## config.mk

```make
export PLATFORM = sky130hd
export DESIGN_NAME = sig_prenorm
export DESIGN_NICKNAME = d
export VERILOG_FILES = /design/src/rtl/fpu_pkg.sv /design/src/rtl/lzc106.sv /design/src/rtl/sig_prenorm.sv
export SDC_FILE = /design/constraint.sdc
export NUM_CORES = 2
export LEC_CHECK = 0
export ABC_AREA = 1
export BUFFER_PORTS_ARGS = -buffer_cell sky130_fd_sc_hd__buf_2
export CELL_PAD_IN_SITES_DETAIL_PLACEMENT = 2
export CELL_PAD_IN_SITES_GLOBAL_PLACEMENT = 2
export CORE_MARGIN = 4
export CORE_UTILIZATION = 25
export CTS_BUF_LIST = sky130_fd_sc_hd__clkbuf_16
export CTS_CLUSTER_SIZE = 14
export DETAILED_ROUTE_END_ITERATION = 16
export PLACE_DENSITY_LB_ADDON = 0.08
export SYNTH_ARGS = -nofsm -noshare
export SYNTH_HDL_FRONTEND = slang
export SYNTH_SLANG_ARGS = --single-unit
```

## constraint.sdc

```tcl
create_clock -name clk -period 130.1 [get_ports clk]
set_input_delay 0 -clock clk [delete_from_list [all_inputs] [get_ports clk]]
set_output_delay 0 -clock clk [all_outputs]
set_load 0.05 [all_outputs]
```

## src/rtl/fpu_pkg.sv

```systemverilog
// Shared types and constants for the FPU significand pre-normalizer and its rounder interface.
// Raw significands carry two integer bits (105:104) above a 104-bit fraction.
package fpu_pkg;

  localparam int RAW_W    = 106;
  localparam int F1_W     = 55;
  localparam int EXP_W    = 13;
  localparam int EMIN_DBL = -1022;
  localparam int EMIN_SGL = -126;

  typedef enum logic [1:0] {
    ST_IDLE   = 2'd0,
    ST_NORM   = 2'd1,
    ST_DENORM = 2'd2,
    ST_DONE   = 2'd3
  } state_e;

  typedef struct packed {
    logic                    s;
    logic                    db;
    logic [RAW_W-1:0]        sig;
    logic signed [EXP_W-1:0] e;
    logic                    sticky;
  } op_t;

  // Rounder wants kept bits, one guard bit, and a sticky that folds in everything below.
  function automatic logic [F1_W-1:0] pack_f1(input logic [RAW_W-1:0] sig,
                                              input logic sticky,
                                              input logic db);
    logic [F1_W-1:0] f;
    f = '0;
    if (db) begin
      f[54:2] = sig[104:52];
      f[1]    = sig[51];
      f[0]    = (|sig[50:0]) | sticky;
    end else begin
      f[54:31] = sig[104:81];
      f[30]    = sig[80];
      f[29]    = (|sig[79:0]) | sticky;
    end
    return f;
  endfunction

endpackage

```

## src/rtl/lzc106.sv

```systemverilog
// Combinational leading-zero count over the fraction-aligned bits 104..0 of a raw significand.
// Returns 105 when every bit is clear.
module lzc106
  import fpu_pkg::*;
(
  input  logic [RAW_W-2:0] din,
  output logic [6:0]       lz
);

  logic found;

  always_comb begin
    lz    = '0;
    found = 1'b0;
    for (int i = RAW_W - 2; i >= 0; i--) begin
      if (!found) begin
        if (din[i]) found = 1'b1;
        else        lz    = lz + 7'd1;
      end
    end
  end

endmodule

```

## src/rtl/sig_prenorm.sv

```systemverilog
// Normalizes or denormalizes one significand at a time into rounder f1 format; latency 1 (zero) or 2 + ceil(shift/SHIFT_STEP).
// in_ready only in IDLE; a finished result is held stable in DONE until out_ready.
module sig_prenorm
  import fpu_pkg::*;
#(
  parameter int SHIFT_STEP = 16,
  parameter int EW         = EXP_W
) (
  input  logic                 clk,
  input  logic                 rst_n,
  input  logic                 in_valid,
  output logic                 in_ready,
  input  logic                 in_s,
  input  logic                 in_db,
  input  logic [RAW_W-1:0]     in_sig,
  input  logic signed [EW-1:0] in_e,
  output logic                 out_valid,
  input  logic                 out_ready,
  output logic                 out_s,
  output logic                 out_db,
  output logic [F1_W-1:0]      out_f1,
  output logic signed [EW-1:0] out_e,
  output logic                 out_zero,
  output logic                 out_tiny
);

  localparam logic [6:0]              STEP7  = 7'(SHIFT_STEP);
  localparam logic signed [EXP_W:0]   STEP_X = (EXP_W+1)'(SHIFT_STEP);

  state_e state_q, state_d;
  op_t    op_q, op_d;

  logic                    out_valid_q, out_valid_d;
  logic                    out_s_q, out_s_d;
  logic                    out_db_q, out_db_d;
  logic [F1_W-1:0]         out_f1_q, out_f1_d;
  logic signed [EXP_W-1:0] out_e_q, out_e_d;
  logic                    out_zero_q, out_zero_d;
  logic                    out_tiny_q, out_tiny_d;

  logic signed [EXP_W-1:0] e_in, emin_in, acc_e, emin_cur, sh_e;
  logic [RAW_W-1:0]        acc_sig, lost_mask;
  logic                    acc_sticky;
  logic signed [EXP_W:0]   e_x, emin_x, room;
  logic [6:0]              lz, lim, sh;

  lzc106 u_lzc (
    .din (op_q.sig[RAW_W-2:0]),
    .lz  (lz)
  );

  // A carry into bit 105 is folded at accept time so NORM only ever shifts left.
  always_comb begin
    e_in    = EXP_W'(in_e);
    emin_in = in_db ? EXP_W'(EMIN_DBL) : EXP_W'(EMIN_SGL);
    if (in_sig[RAW_W-1]) begin
      acc_sig    = in_sig >> 1;
      acc_sticky = in_sig[0];
      acc_e      = e_in + EXP_W'(1);
    end else begin
      acc_sig    = in_sig;
      acc_sticky = 1'b0;
      acc_e      = e_in;
    end
  end

  // Per-cycle shift: bounded by the step size and by the distance to emin.
  always_comb begin
    emin_cur = op_q.db ? EXP_W'(EMIN_DBL) : EXP_W'(EMIN_SGL);
    e_x      = (EXP_W+1)'($signed(op_q.e));
    emin_x   = (EXP_W+1)'(emin_cur);
    room     = (state_q == ST_DENORM) ? (emin_x - e_x) : (e_x - emin_x);
    lim      = (room > STEP_X) ? STEP7 : room[6:0];
    sh       = '0;
    if (state_q == ST_NORM)   sh = (lz < lim) ? lz : lim;
    if (state_q == ST_DENORM) sh = lim;
    sh_e      = $signed({{(EXP_W-7){1'b0}}, sh});
    lost_mask = ~({RAW_W{1'b1}} << sh);
  end

  always_comb begin
    state_d = state_q;
    case (state_q)
      ST_IDLE: begin
        if (in_valid) begin
          if (in_sig == '0)         state_d = ST_DONE;
          else if (acc_e < emin_in) state_d = ST_DENORM;
          else                      state_d = ST_NORM;
        end
      end
      ST_NORM, ST_DENORM: if (sh == 7'd0) state_d = ST_DONE;
      ST_DONE:            if (out_ready)  state_d = ST_IDLE;
      default:            state_d = ST_IDLE;
    endcase
  end

  always_comb begin
    in_ready    = (state_q == ST_IDLE);
    op_d        = op_q;
    out_valid_d = out_valid_q;
    out_s_d     = out_s_q;
    out_db_d    = out_db_q;
    out_f1_d    = out_f1_q;
    out_e_d     = out_e_q;
    out_zero_d  = out_zero_q;
    out_tiny_d  = out_tiny_q;
    case (state_q)
      ST_IDLE: begin
        if (in_valid) begin
          op_d.s      = in_s;
          op_d.db     = in_db;
          op_d.sig    = acc_sig;
          op_d.e      = acc_e;
          op_d.sticky = acc_sticky;
          if (in_sig == '0) begin
            out_valid_d = 1'b1;
            out_s_d     = in_s;
            out_db_d    = in_db;
            out_f1_d    = '0;
            out_e_d     = emin_in;
            out_zero_d  = 1'b1;
            out_tiny_d  = 1'b0;
          end
        end
      end
      ST_NORM, ST_DENORM: begin
        if (sh == 7'd0) begin
          out_valid_d = 1'b1;
          out_s_d     = op_q.s;
          out_db_d    = op_q.db;
          out_f1_d    = pack_f1(op_q.sig, op_q.sticky, op_q.db);
          out_e_d     = op_q.e;
          out_zero_d  = 1'b0;
          out_tiny_d  = ~op_q.sig[RAW_W-2];
        end else if (state_q == ST_NORM) begin
          op_d.sig = op_q.sig << sh;
          op_d.e   = op_q.e - sh_e;
        end else begin
          op_d.sig    = op_q.sig >> sh;
          op_d.sticky = op_q.sticky | (|(op_q.sig & lost_mask));
          op_d.e      = op_q.e + sh_e;
        end
      end
      ST_DONE: if (out_ready) out_valid_d = 1'b0;
      default: ;
    endcase
  end

  always_ff @(posedge clk or negedge rst_n) begin
    if (!rst_n) begin
      state_q     <= ST_IDLE;
      op_q        <= '0;
      out_valid_q <= 1'b0;
      out_s_q     <= 1'b0;
      out_db_q    <= 1'b0;
      out_f1_q    <= '0;
      out_e_q     <= '0;
      out_zero_q  <= 1'b0;
      out_tiny_q  <= 1'b0;
    end else begin
      state_q     <= state_d;
      op_q        <= op_d;
      out_valid_q <= out_valid_d;
      out_s_q     <= out_s_d;
      out_db_q    <= out_db_d;
      out_f1_q    <= out_f1_d;
      out_e_q     <= out_e_d;
      out_zero_q  <= out_zero_d;
      out_tiny_q  <= out_tiny_d;
    end
  end

  assign out_valid = out_valid_q;
  assign out_s     = out_s_q;
  assign out_db    = out_db_q;
  assign out_f1    = out_f1_q;
  assign out_e     = EW'(out_e_q);
  assign out_zero  = out_zero_q;
  assign out_tiny  = out_tiny_q;

endmodule
```

==> results.md <==
- CP Class: flip-flop to flip-flop
- Final setup vio count: 0
- Die Footprint: 196000 um^2
- Required time of the critical path: 130.57 ns
- CP max stage cell: o21ai_1
- Total track usage: 27.6%
- R2r setup slk: 66.89 ns
- RePlAce Congestion: 0.989
- Max-cap violation count: 0
- WHS Endpoint: op_q[23]
- Post-synth ARST share: 100%
- DRT iter0 DRCs: 4123
- Syn avg cell area: 6.37 um^2
- CP endpoint kind: flip-flop
- Yosys top cell area share: 15.9%
- DR vias/cell: 5.28
- Arr. time, crit path: 63.68 ns
- Htree depth: 4
- Initial antenna violation count: 20
- Sequential area share after synthesis: 10.4%
- Unrepaired setup endpoints after global routing: false
- CP peak stage delay: 0.89 ns
- Area Growth Syn to Fin: 1.81%
- Synth Flop Type: dfrtp_1
- Vias in the first global route: 54000
- Syn Nets: 7691
- Largest net degree at the start of global routing: 137
- Yosys warns: 0
- Fin crit share: 48.6%
- Cell count after synthesis: 7422
- Seq cells post-synth: 197
- Clk sinks: 197
- Die Height: 443 um
- I/O Pins: 199
- Core area: 188000 um^2
- Startpoint type of the worst setup path: flip-flop
- DR vias: 52300
- RR Endpoint: op_q[117]
- Drt drc: 0
- Worst Clk Skew: 0.0204 ns
- Post-CTS setup buffers: 0
- Outcome: completed
- Number of synthesized flops with an enable pin: 0
- Yosys top cell by area: nand2_1
- Clk pin slew, worst setup/hold paths: 0.09 ns
- Type of the worst min-delay path: input port to flip-flop
- First-pass GRT wire length: 398 mm
- Most common library cells after synthesis: nand2_1 (2003), inv_1 (772), nor2_1 (507), nand3_1 (488), o21ai_1 (472)
- Drt wl/cell: 28.2 um
- Final ANT Viol Nets: 0
- Slew @ Worst Pin: 1.39 ns
- Initial Util: 25.2%
- HP Start: in_sig[9]
- Final WL: 280 mm
- Slew margin rel.: 6.10%
- CTS Buf Count: 17
- Final Max Slew Viols: 0
- DIE WIDTH: 443 um
- Min Tclk post-route: 63.21 ns
- DP Wirelength: 229 mm
- CTS Root Cell: clkbuf_16
- Drt pass-1 iters: 6
- Later-pin clock latency in the skew report: 0.56 ns
- Crit path max fanout: 79
- Library cells used by synthesis: 94
- CP dominant cell by count: ha_1
- Final TNS setup: 0 ns
- Final hold violation count: 0
- Cell row count: 159
- Post-CTS sizing: 0
- Reg-to-Reg Start: op_q[116]
- Synth top area cells: nand2_1 (16%), dfrtp_1 (10%), inv_1 (6.1%), nand3_1 (5.2%), o21ai_2 (5.0%)
- Share of layout cells above drive strength 1: 21.9%
- Max Buffers Root-to-Sink: 2
- Port Buf Inserts: 198
- Fin nets: 7662
- Hold path depth: 5
- R2r worst-path depth: 382
- CTS tree: yes
- Fillers: 23300
- GRT overflow: 0
- Post-Syn Area: 47200 um^2
- F_max: 15.8 MHz
- Cell with the most instances after synthesis: nand2_1
[cells in the final DEF (no fill, tap or decap), types with 18 or more instances in the layout]
cell type,netlist,routed
a31oi_1,29,29
inv_6,17,18
nand3_2,136,136
buf_4,20,79
dfrtp_1,197,197
a21oi_2,66,66
o211ai_1,77,77
nor2_1,507,507
buf_2,12,197
inv_4,41,43
xor2_1,77,77
nand2_4,54,50
inv_1,772,772
o21ai_1,472,475
o21ai_2,271,271
o31ai_2,19,19
xnor2_1,36,36
o22ai_1,24,24
nand4_1,58,58
inv_2,101,100
mux2i_1,45,45
nand2_1,2003,2003
nand3_1,488,488
a21oi_1,273,273
nor3_1,37,37
ha_1,143,141
nor4_1,39,38
nor2_2,83,83
nand2_2,319,319
nor2_4,66,66
dlygate4sd3_1,2,66
o211ai_2,29,29
or2_1,24,24
o21ai_0,317,314
[worst max path at each step]
| stage | from | endpoint | slack (ns) | cells past startpoint |
|---|---|---|---|---|
| 6_report | op_q[116] | op_q[117] | 66.89 | 382 |
| 5_1_grt | op_q[116] | e_x[12] | 61.11 | 398 |
| 4_1_cts | op_q[116] | op_q[114] | 66.24 | 385 |
| 3_5_place_dp | op_q[116] | op_q[59] | 66.50 | 385 |
| 3_3_place_gp | op_q[116] | op_q[59] | 69.03 | 385 |
| 2_1_floorplan | op_q[116] | e_x[12] | 73.81 | 399 |
[critical path: cells and delay by family (launching register included)]
family                     cells  cell delay (ns)
adders and majority gates    103            28.43
and+or+nand+nor               98            10.57
buffers and inverters         74             6.35
DFF                            1             0.43
AOI/OAI and AO/OA            107            17.12
[state kept, by name (all words and copies together), names as in the netlist]
signal	flops
op_q	109
out_f1	55
e_x	13
out_e	13
state_q	2
out_db	1
out_s	1
out_tiny	1
out_valid	1
out_zero	1
[metal layers]
metal	global-route usage, %	routed length (um)
met4	13.2	15600
met1	37.3	127000
met2	43.3	122000
met3	3.60	15100
met5	0	12
[per-stage QoR]
stage,setup WS (ns),instances,util (%),cell area [um^2],hold WS [ns]
after floorplan,73.81,7422,-,47200,-0.296
after global placement,69.03,9802,24.9,46700,0.154
after detailed placement,66.50,9803,24.9,46700,0.160
after CTS,66.24,9901,25.6,48100,0.000359
after global routing,61.11,9901,25.6,48100,0.0308
final,66.89,9910,25.6,48100,0.0240
[what timing repair did]
item                                   CTS  global route
setup endpoints to repair                0             0
endpoints found under the hold margin  148             0
hold buffers                            66             0
[cells by family after synthesis]
family	after synthesis	synth area share, %
AND/OR/NAND/NOR	3875	39.7
adder cells (fa/ha/maj)	144	3.83
multiplexers	46	0.983
AO/OA/AOI/OAI	1701	23.4
XOR/XNOR	120	2.36
flip-flops	197	10.4
buffers and inverters	1339	19.3
[area by class of cell]
class	instances	area [um^2]	area share, %
inverters	946	3790	7.88
clock inverters	15	243	0.505
flip-flops and latches	197	4930	10.2
clock buffers	17	425	0.884
well taps	2495	3120	6.49
repair buffers	345	2290	4.77
diodes	9	22.5	0.0468
multi-input cells	5886	33300	69.2
Power is left out: the tool's default activity adds up to more than one toggle a clock period on the data nets, which glitch-free logic cannot reach.
